===== src/rtl/dds_sweep_ctrl_if.sv =====
// Sweep controller bus: configuration and handshake from the system controller,
// plus the frequency/phase words and status returned by the sweep scheduler.
interface dds_sweep_ctrl_if #(
  parameter int N  = 32,
  parameter int PW = 8,
  parameter int CW = 16
);
  logic          start;
  logic          abort;
  logic          repeat_en;
  logic [N-1:0]  cfg_fstart;
  logic [N-1:0]  cfg_fstep;
  logic [CW-1:0] cfg_points;
  logic [CW-1:0] cfg_dwell;
  logic [PW-1:0] cfg_pword;

  logic [N-1:0]  fword;
  logic [PW-1:0] pword;
  logic          upd;
  logic          busy;
  logic          done;
  logic [CW-1:0] point_idx;

  modport master (
    output start, abort, repeat_en, cfg_fstart, cfg_fstep, cfg_points, cfg_dwell, cfg_pword,
    input  fword, pword, upd, busy, done, point_idx
  );

  modport slave (
    input  start, abort, repeat_en, cfg_fstart, cfg_fstep, cfg_points, cfg_dwell, cfg_pword,
    output fword, pword, upd, busy, done, point_idx
  );
endinterface


===== src/rtl/dds_sweep_ctrl.sv =====
// Frequency-sweep scheduler: steps the DDS frequency word through a list of
// points, holding each for a fixed dwell, with optional continuous repeat.
module dds_sweep_ctrl #(
  parameter int N  = 32,
  parameter int PW = 8,
  parameter int CW = 16
) (
  input  logic            clk,
  input  logic            rst,
  dds_sweep_ctrl_if.slave bus
);

  localparam logic [0:0] IDLE = 1'b0;
  localparam logic [0:0] RUN  = 1'b1;

  logic [0:0]    state;
  logic [CW-1:0] dwell_cnt;
  logic [CW-1:0] points_q;
  logic [CW-1:0] dwell_q;
  logic [N-1:0]  fstart_q;
  logic [N-1:0]  fstep_q;
  logic          rep_q;

  logic [N-1:0]  fword_q;
  logic [PW-1:0] pword_q;
  logic          upd_q;
  logic          busy_q;
  logic          done_q;
  logic [CW-1:0] idx_q;

  logic [CW-1:0] eff_points;
  logic [CW-1:0] eff_dwell;
  logic          last_point;

  // A zero count from the controller means a single point / single clock.
  assign eff_points = (bus.cfg_points == '0) ? CW'(1) : bus.cfg_points;
  assign eff_dwell  = (bus.cfg_dwell  == '0) ? CW'(1) : bus.cfg_dwell;
  assign last_point = (idx_q == points_q - CW'(1));

  always_ff @(posedge clk) begin
    if (rst) begin
      state     <= IDLE;
      dwell_cnt <= '0;
      points_q  <= '0;
      dwell_q   <= '0;
      fstart_q  <= '0;
      fstep_q   <= '0;
      rep_q     <= 1'b0;
      fword_q   <= '0;
      pword_q   <= '0;
      upd_q     <= 1'b0;
      busy_q    <= 1'b0;
      done_q    <= 1'b0;
      idx_q     <= '0;
    end else begin
      upd_q  <= 1'b0;
      done_q <= 1'b0;
      if (bus.abort) begin
        state  <= IDLE;
        busy_q <= 1'b0;
      end else begin
        case (state)
          IDLE: begin
            if (bus.start) begin
              fstart_q  <= bus.cfg_fstart;
              fstep_q   <= bus.cfg_fstep;
              points_q  <= eff_points;
              dwell_q   <= eff_dwell;
              rep_q     <= bus.repeat_en;
              fword_q   <= bus.cfg_fstart;
              pword_q   <= bus.cfg_pword;
              idx_q     <= '0;
              upd_q     <= 1'b1;
              busy_q    <= 1'b1;
              dwell_cnt <= eff_dwell - CW'(1);
              state     <= RUN;
            end
          end
          RUN: begin
            // The step to the next point happens on the dwell-terminal edge itself,
            // so consecutive points abut with no extra clock.
            if (dwell_cnt != '0) begin
              dwell_cnt <= dwell_cnt - CW'(1);
            end else if (!last_point) begin
              fword_q   <= fword_q + fstep_q;
              idx_q     <= idx_q + CW'(1);
              upd_q     <= 1'b1;
              dwell_cnt <= dwell_q - CW'(1);
            end else if (rep_q) begin
              fword_q   <= fstart_q;
              idx_q     <= '0;
              upd_q     <= 1'b1;
              dwell_cnt <= dwell_q - CW'(1);
            end else begin
              busy_q <= 1'b0;
              done_q <= 1'b1;
              state  <= IDLE;
            end
          end
          default: state <= IDLE;
        endcase
      end
    end
  end

  assign bus.fword     = fword_q;
  assign bus.pword     = pword_q;
  assign bus.upd       = upd_q;
  assign bus.busy      = busy_q;
  assign bus.done      = done_q;
  assign bus.point_idx = idx_q;

endmodule


===== src/flat_wrapper.sv =====
// flat-port wrapper written by rule: the top's interface ports become plain ports
module dds_sweep_ctrl_flat 
#(
  parameter int N  = 32,
  parameter int PW = 8,
  parameter int CW = 16
)
  (clk, rst, bus_start, bus_abort, bus_repeat_en, bus_cfg_fstart, bus_cfg_fstep, bus_cfg_points, bus_cfg_dwell, bus_cfg_pword, bus_fword, bus_pword, bus_upd, bus_busy, bus_done, bus_point_idx);
  dds_sweep_ctrl_if #(.N(N), .PW(PW), .CW(CW)) bus_i ();
  input  logic clk;
  input  logic rst;
  input wire logic [$bits(bus_i.start)-1:0] bus_start;
  input wire logic [$bits(bus_i.abort)-1:0] bus_abort;
  input wire logic [$bits(bus_i.repeat_en)-1:0] bus_repeat_en;
  input wire logic [$bits(bus_i.cfg_fstart)-1:0] bus_cfg_fstart;
  input wire logic [$bits(bus_i.cfg_fstep)-1:0] bus_cfg_fstep;
  input wire logic [$bits(bus_i.cfg_points)-1:0] bus_cfg_points;
  input wire logic [$bits(bus_i.cfg_dwell)-1:0] bus_cfg_dwell;
  input wire logic [$bits(bus_i.cfg_pword)-1:0] bus_cfg_pword;
  output wire logic [$bits(bus_i.fword)-1:0] bus_fword;
  output wire logic [$bits(bus_i.pword)-1:0] bus_pword;
  output wire logic [$bits(bus_i.upd)-1:0] bus_upd;
  output wire logic [$bits(bus_i.busy)-1:0] bus_busy;
  output wire logic [$bits(bus_i.done)-1:0] bus_done;
  output wire logic [$bits(bus_i.point_idx)-1:0] bus_point_idx;
  assign bus_i.start = bus_start;
  assign bus_i.abort = bus_abort;
  assign bus_i.repeat_en = bus_repeat_en;
  assign bus_i.cfg_fstart = bus_cfg_fstart;
  assign bus_i.cfg_fstep = bus_cfg_fstep;
  assign bus_i.cfg_points = bus_cfg_points;
  assign bus_i.cfg_dwell = bus_cfg_dwell;
  assign bus_i.cfg_pword = bus_cfg_pword;
  assign bus_fword = bus_i.fword;
  assign bus_pword = bus_i.pword;
  assign bus_upd = bus_i.upd;
  assign bus_busy = bus_i.busy;
  assign bus_done = bus_i.done;
  assign bus_point_idx = bus_i.point_idx;
  dds_sweep_ctrl #(.N(N), .PW(PW), .CW(CW)) u_core (.clk(clk), .rst(rst), .bus(bus_i));
endmodule

===== config.mk =====
export PLATFORM = sky130hd
export DESIGN_NAME = dds_sweep_ctrl_flat
export DESIGN_NICKNAME = d
export VERILOG_FILES = /design/src/rtl/dds_sweep_ctrl_if.sv /design/src/rtl/dds_sweep_ctrl.sv /design/src/flat_wrapper.sv
export SDC_FILE = /design/constraint.sdc
export NUM_CORES = 1
export LEC_CHECK = 0
export CAP_MARGIN = 20
export CORE_MARGIN = 1.5
export CORE_UTILIZATION = 34
export CTS_CLUSTER_SIZE = 28
export DETAILED_ROUTE_END_ITERATION = 16
export SYNTH_ARGS = -nofsm -noshare
export SYNTH_HDL_FRONTEND = slang
export SYNTH_SLANG_ARGS = --single-unit

===== constraint.sdc =====
create_clock -name clk -period 3.4 [get_ports clk]
set_input_delay 0.68 -clock clk [delete_from_list [all_inputs] [get_ports clk]]
set_output_delay 0.68 -clock clk [all_outputs]
set_load 0.005 [all_outputs]

==> reports/summary.txt, run 1 <==
Netlist cell types -> 75
Pre-CTS WS -> -0.01354 ns
TNS Setup -> 0 ns
Gr usage total -> 0.2013
CTS Buf Count -> 17
Buffers on Ports -> 167
Async SR Flop Fraction -> 0
# DRC -> 0
Drt wl/cell -> 16.61 um
Final hold vios -> 0
Worst Path Required -> 3.75 ns
Post-synthesis sequential area ratio -> 0.3583
CTS tree -> done
Clk pin slew, worst setup/hold paths -> 0.07 ns
Hold WC Path Type -> flip-flop to flip-flop
DR vias/cell -> 5.288
Critical Path AT -> 3.57 ns
Placed instance count -> 1751
Final ANT Viol Nets -> 0
Buf/Inv on CP -> 0
Fill cell count -> 2823
Die X -> 171.6 um
Outcome -> complete, no violations
CP delay by family, top -> compound AO/OA/AOI/OAI gates
Root buffer cell -> clkbuf_16
TritonRoute pass-1 iters -> 5
Routability Congestion -> 0.8696
Total Nets Final -> 1536
Critical Path Fanout Max -> 6
RSZ-0062 raised after global routing -> yes
Mapped Cells -> 1246
Most frequent cells in the layout -> 266 x nand2_1, 176 x a21oi_1, 172 x dfxtp_1
Max rail drop VDD -> 0.3002 mV
CP peak stage delay -> 0.45 ns
Final cell count without fillers -> 1786
Clock sink total -> 173
Post-synth EDFFs -> 0
Largest net degree at the start of global routing -> 85
Die area -> 29450 um2
Final setup fails -> 0
Crit. End Element -> flip-flop
Least-Margin Pin Slew -> 0.6325 ns
Number of global-route vias before repair -> 8825
Boundary Pins -> 168
Crit Path Class -> flip-flop to flip-flop
Layout cell share with drive strength beyond 1 -> 0.07544
Drt total wl -> 29.67 mm
Yosys reg bits -> 173
Critical Path Start Type -> flip-flop
Period utilization -> 0.9474
Dpl hpwl -> 21.31 mm
Initial DRC Count -> 660
Post-cts hold buffer count -> 0
Initial Util -> 0.3470
Synth Area per Inst -> 7.758 um2
Power Dens Cells -> 406.4 nW/um2
Core Area -> 27860 um2
H-tree depth -> 4
Synth warnings -> 0
Utilization after layout -> 0.4483
Leakage -> 4.766 nW
Max Fclk -> 310.5 MHz
Max cap viols -> 0
Longest Clk Path Bufs -> 2
GRT Residual Overflow -> 0
Die height -> 171.6 um
Mapped Area -> 9667 um2
Final WS setup -> 0.1789 ns
Main synth FF type -> dfxtp_1
Vias -> 9444
Relative slew slack -> 0.5784
Critical path's slowest cell -> or4_1
Initial antenna violation count -> 3
Cell Rows -> 61
Crit path time final -> 3.221 ns
Skew-Pair Late Insertion Delay -> 0.45 ns
Cell breakdown of the critical path -> ha_1 -> a211oi_1 -> nor2_1 -> or4_1 -> a221oi_2 -> o21ai_0 -> o211ai_1 -> nand2_1 -> a2111o_1 -> a311oi_1
Clock Skews -> 0.01388 ns
First-pass GRT wire length -> 46.73 mm
Max-slew violations -> 0
Most common cell after layout, fill and taps aside -> nand2_1
Area delta synth->final -> 29.20%
Synthesized Nets -> 1390
Pwr Total -> 0.005076 W
synthesized netlist by cell type, types with 17 or more instances:
library cell	n	area [um2]
nor2_1	95	356.6
xnor2_1	38	332.8
o21ai_0	34	170.2
nand2_1	266	998.5
a21oi_1	176	880.8
ha_1	34	425.4
mux2i_1	24	240.2
xor2_1	29	254.0
nand3_1	17	85.08
dfxtp_1	173	3463
clkbuf_1	58	217.7
and3_1	17	106.4
layout make-up:
type / instances / area [um2] / area share
timing repair buffer: 206 / 2037 / 0.1631
multi-input combinational: 983 / 5893 / 0.4718
antenna: 3 / 7.507 / 0.0006011
clock buffer: 17 / 425.4 / 0.03406
clock inverter: 15 / 147.6 / 0.01182
sequential: 173 / 3465 / 0.2774
inverter: 11 / 41.29 / 0.003306
tap: 378 / 473.0 / 0.03787
metrics by stage:
| step | hold WS [ns] | instance area (um2) |
|---|---|---|
| floorplan | 0.4319 | 9667 |
| global placement | 0.4379 | 11870 |
| detailed placement | 0.4443 | 11870 |
| CTS | 0.4547 | 12440 |
| global route | 0.4742 | 12480 |
| finish | 0.4501 | 12490 |
where the power goes:
group	total, W	leakage [nW]	internal, W	switching [W]
clock	0.00194	0.279	0.000976	0.000961
combinational	0.000924	3.07	0.000445	0.000479
sequential	0.00221	1.41	0.00212	0.0000904
worst reg2reg max path: cells and delay by family, from the launching register on:
kind / cells / cell delay, ns
flops: 1 / 0.36
simple gates: 3 / 0.68
compound gates: 6 / 1.70
fa+ha+maj: 1 / 0.40
routing by layer:
| layer | GRT usage | routed length, um | vias up |
|---|---|---|---|
| met5 | 0 | 0 | - |
| met3 | 0.04855 | 1932 | 43 |
| li1 | - | - | 4735 |
| met2 | 0.3218 | 13340 | 233 |
| met1 | 0.2602 | 13640 | 4433 |
| met4 | 0.07818 | 759 | 0 |
registers in the layout, summed over array words and instances, names as in the netlist:
name	flops
u_core.rep_q	1
u_core.bus.fword	32
u_core.bus.busy	1
u_core.bus.upd	1
u_core.fstep_q	32
u_core.bus.done	1
u_core.dwell_q	16
u_core.points_q	16
u_core.bus.pword	8
u_core.bus.point_idx	16
u_core.state	1
u_core.fstart_q	32
u_core.dwell_cnt	16
what timing repair did:
| action | 4_1_cts | 5_1_grt |
|---|---|---|
| setup endpoints to repair | 0 | 56 |
| buffers inserted | 0 | 0 |
| gates resized for setup | 0 | 7 |
kinds of logic after synthesis:
logic type | after synthesis | synth area share
simple gates | 500 | 0.2358
flops | 173 | 0.3583
fa+ha+maj | 35 | 0.04608
xor+xnor | 67 | 0.06070
mux | 26 | 0.02718
buf+inv | 90 | 0.03935
compound gates | 355 | 0.2326
path summary, 6_finish.rpt:
kind                                      startpoint  slack (ns)                    to  cells past startpoint
worst max register to register  u_core.bus.fword[15]        0.18  u_core.bus.fword[30]                     10
worst max-delay path            u_core.bus.fword[15]        0.18  u_core.bus.fword[30]                     10
worst min register to register   u_core.fstart_q[24]        0.45   u_core.fstart_q[24]                      2
worst min-delay path             u_core.fstart_q[24]        0.45   u_core.fstart_q[24]                      2
Power figures use the tool's default switching activity.
==> inputs of run 2 (changes only) <==
- CTS_CLUSTER_DIAMETER: default -> 40
- PLACE_DENSITY: default -> 0.54
==> run 2 against run 1 <==
First-iteration DRC count down 21%. Non-clock buffer count up 4. Global-route usage up 0.72 points. Total power up 1.2%. Die area unchanged. Critical path depth up 2. Largest cell class unchanged. Highest routed layer unchanged.
==> reports/summary.txt, run 2 (synthesized netlist as in run 1, its figures left out) <==
Crit Path Class -> flip-flop to flip-flop
Boundary Pins -> 168
Max cap viols -> 0
Utilization after layout -> 0.4492
Final hold vios -> 0
Max-slew violations -> 0
Post-CTS Repair Setup Buffers -> 0
CTS Buf Count -> 17
Number of diodes -> 0
Final ANT Viol Nets -> 0
Dpl hpwl -> 21.56 mm
Skew-Pair Late Insertion Delay -> 0.44 ns
Longest Clk Path Bufs -> 2
TritonRoute pass-1 iters -> 5
Die area -> 29450 um2
Relative slew slack -> 0.5220
Hold WC Path Type -> flip-flop to flip-flop
Clk pin slew, worst setup/hold paths -> 0.07 ns
# DRC -> 0
Die X -> 171.6 um
CP peak stage delay -> 0.39 ns
Root buffer cell -> clkbuf_16
H-tree depth -> 4
Pre-CTS WS -> -0.07668 ns
Fill cell count -> 2811
Initial antenna violation count -> 0
Max rail drop VDD -> 0.2096 mV
Critical Path Fanout Max -> 3
Die height -> 171.6 um
GRT Residual Overflow -> 0
Pwr Total -> 0.005135 W
Core Area -> 27860 um2
Vias -> 9316
Number of global-route vias before repair -> 8744
Area delta synth->final -> 29.45%
Initial DRC Count -> 519
Period utilization -> 0.9429
Most common cell after layout, fill and taps aside -> nand2_1
Critical Path AT -> 3.57 ns
Cell Rows -> 61
Drt wl/cell -> 17.00 um
CTS tree -> done
Routability Congestion -> 0.8588
Drt total wl -> 30.38 mm
Buffers on Ports -> 167
Leakage -> 4.781 nW
Final setup fails -> 0
Total Nets Final -> 1540
Cell breakdown of the critical path -> ha_1 -> inv_1 -> fa_1 -> nand2b_1 -> a21o_1 -> a31o_2 -> nor3_1 -> o21a_1 -> o211ai_1 -> a2111o_1 -> and3b_1 -> o21ai_1
Critical Path Start Type -> flip-flop
First-pass GRT wire length -> 47.91 mm
Layout cell share with drive strength beyond 1 -> 0.07168
Critical path's slowest cell -> dfxtp_1
Crit. End Element -> flip-flop
Gr usage total -> 0.2084
R2R Setup Slk -> 0.19 ns
RSZ-0062 raised after global routing -> no
Initial Util -> 0.3470
DR vias/cell -> 5.213
Most frequent cells in the layout -> 266 x nand2_1, 176 x a21oi_1, 172 x dfxtp_1
Worst Path Required -> 3.76 ns
Least-Margin Pin Slew -> 0.6990 ns
Final WS setup -> 0.1940 ns
Crit path time final -> 3.206 ns
Power Dens Cells -> 410.4 nW/um2
Max Fclk -> 311.9 MHz
Largest net degree at the start of global routing -> 93
Clock sink total -> 173
Outcome -> complete, no violations
Clock Skews -> 0.01239 ns
run 2: cell types whose count changed in the layout (fill, tap and decap cells not counted), moves of 2 or more:
cell	before	now
clkbuf_1	0	4
buf_4	34	36
clkinvlp_4	1	3
clkinv_4	5	3
inv_8	4	0
buf_12	6	8
diode_2	3	0
bufinv_16	0	2
run 2: critical path, delay by kind of cell, from the launching register on:
| family | cells | cell delay [ns] |
|---|---|---|
| compound gates | 6 | 1.35 |
| fa+ha+maj | 2 | 0.61 |
| buf+inv | 1 | 0.06 |
| flops | 1 | 0.39 |
| simple gates | 3 | 0.72 |
run 2: power by group:
| group | internal (W) | switching [W] | leakage [nW] |
|---|---|---|---|
| Combinational | 0.000453 | 0.000483 | 3.10 |
| Clock | 0.00110 | 0.000889 | 0.269 |
| Sequential | 0.00212 | 0.0000903 | 1.41 |
run 2: area by class of cell:
cell class	instances	area, um2	share of cell area
Inverter	11	41.29	0.003300
Timing Repair Buffer	210	2092	0.1672
Sequential cell	173	3465	0.2769
Multi-Input combinational cell	983	5867	0.4689
Tap cell	378	473.0	0.03780
Clock inverter	11	135.1	0.01080
Clock buffer	21	440.4	0.03520
run 2: per-layer routing:
metal,share of wire,GRT usage,vias up
met5,0,0,-
met4,0.011,0.04729,0
met3,0.046,0.04165,23
met2,0.46,0.3401,183
met1,0.48,0.2820,4380
li1,-,-,4730
run 2: per-stage QoR:
| stage | setup TNS (ns) | cells | hold slack (ns) | instance area (um2) |
|---|---|---|---|---|
| after floorplan | 0 | 1246 | 0.4319 | 9667 |
| after global placement | -0.01091 | 1755 | 0.4375 | 11930 |
| after detailed placement | -0.1515 | 1755 | 0.4457 | 11930 |
| after CTS | 0 | 1787 | 0.4553 | 12500 |
| after global routing | 0 | 1787 | 0.4696 | 12510 |
| final | 0 | 1787 | 0.4533 | 12510 |
run 2: final timing paths:
path                                           from                    to  cells past startpoint
worst max-delay path            u_core.bus.fword[0]  u_core.bus.fword[28]                     12
worst max register to register  u_core.bus.fword[0]  u_core.bus.fword[28]                     12
worst min register to register  u_core.fstart_q[11]   u_core.fstart_q[11]                      2
worst min-delay path            u_core.fstart_q[11]   u_core.fstart_q[11]                      2
run 2: what timing repair did:
action	4_1_cts	5_1_grt
hold buffers	0	0
endpoints found under the setup margin	0	13
resized for setup	0	2
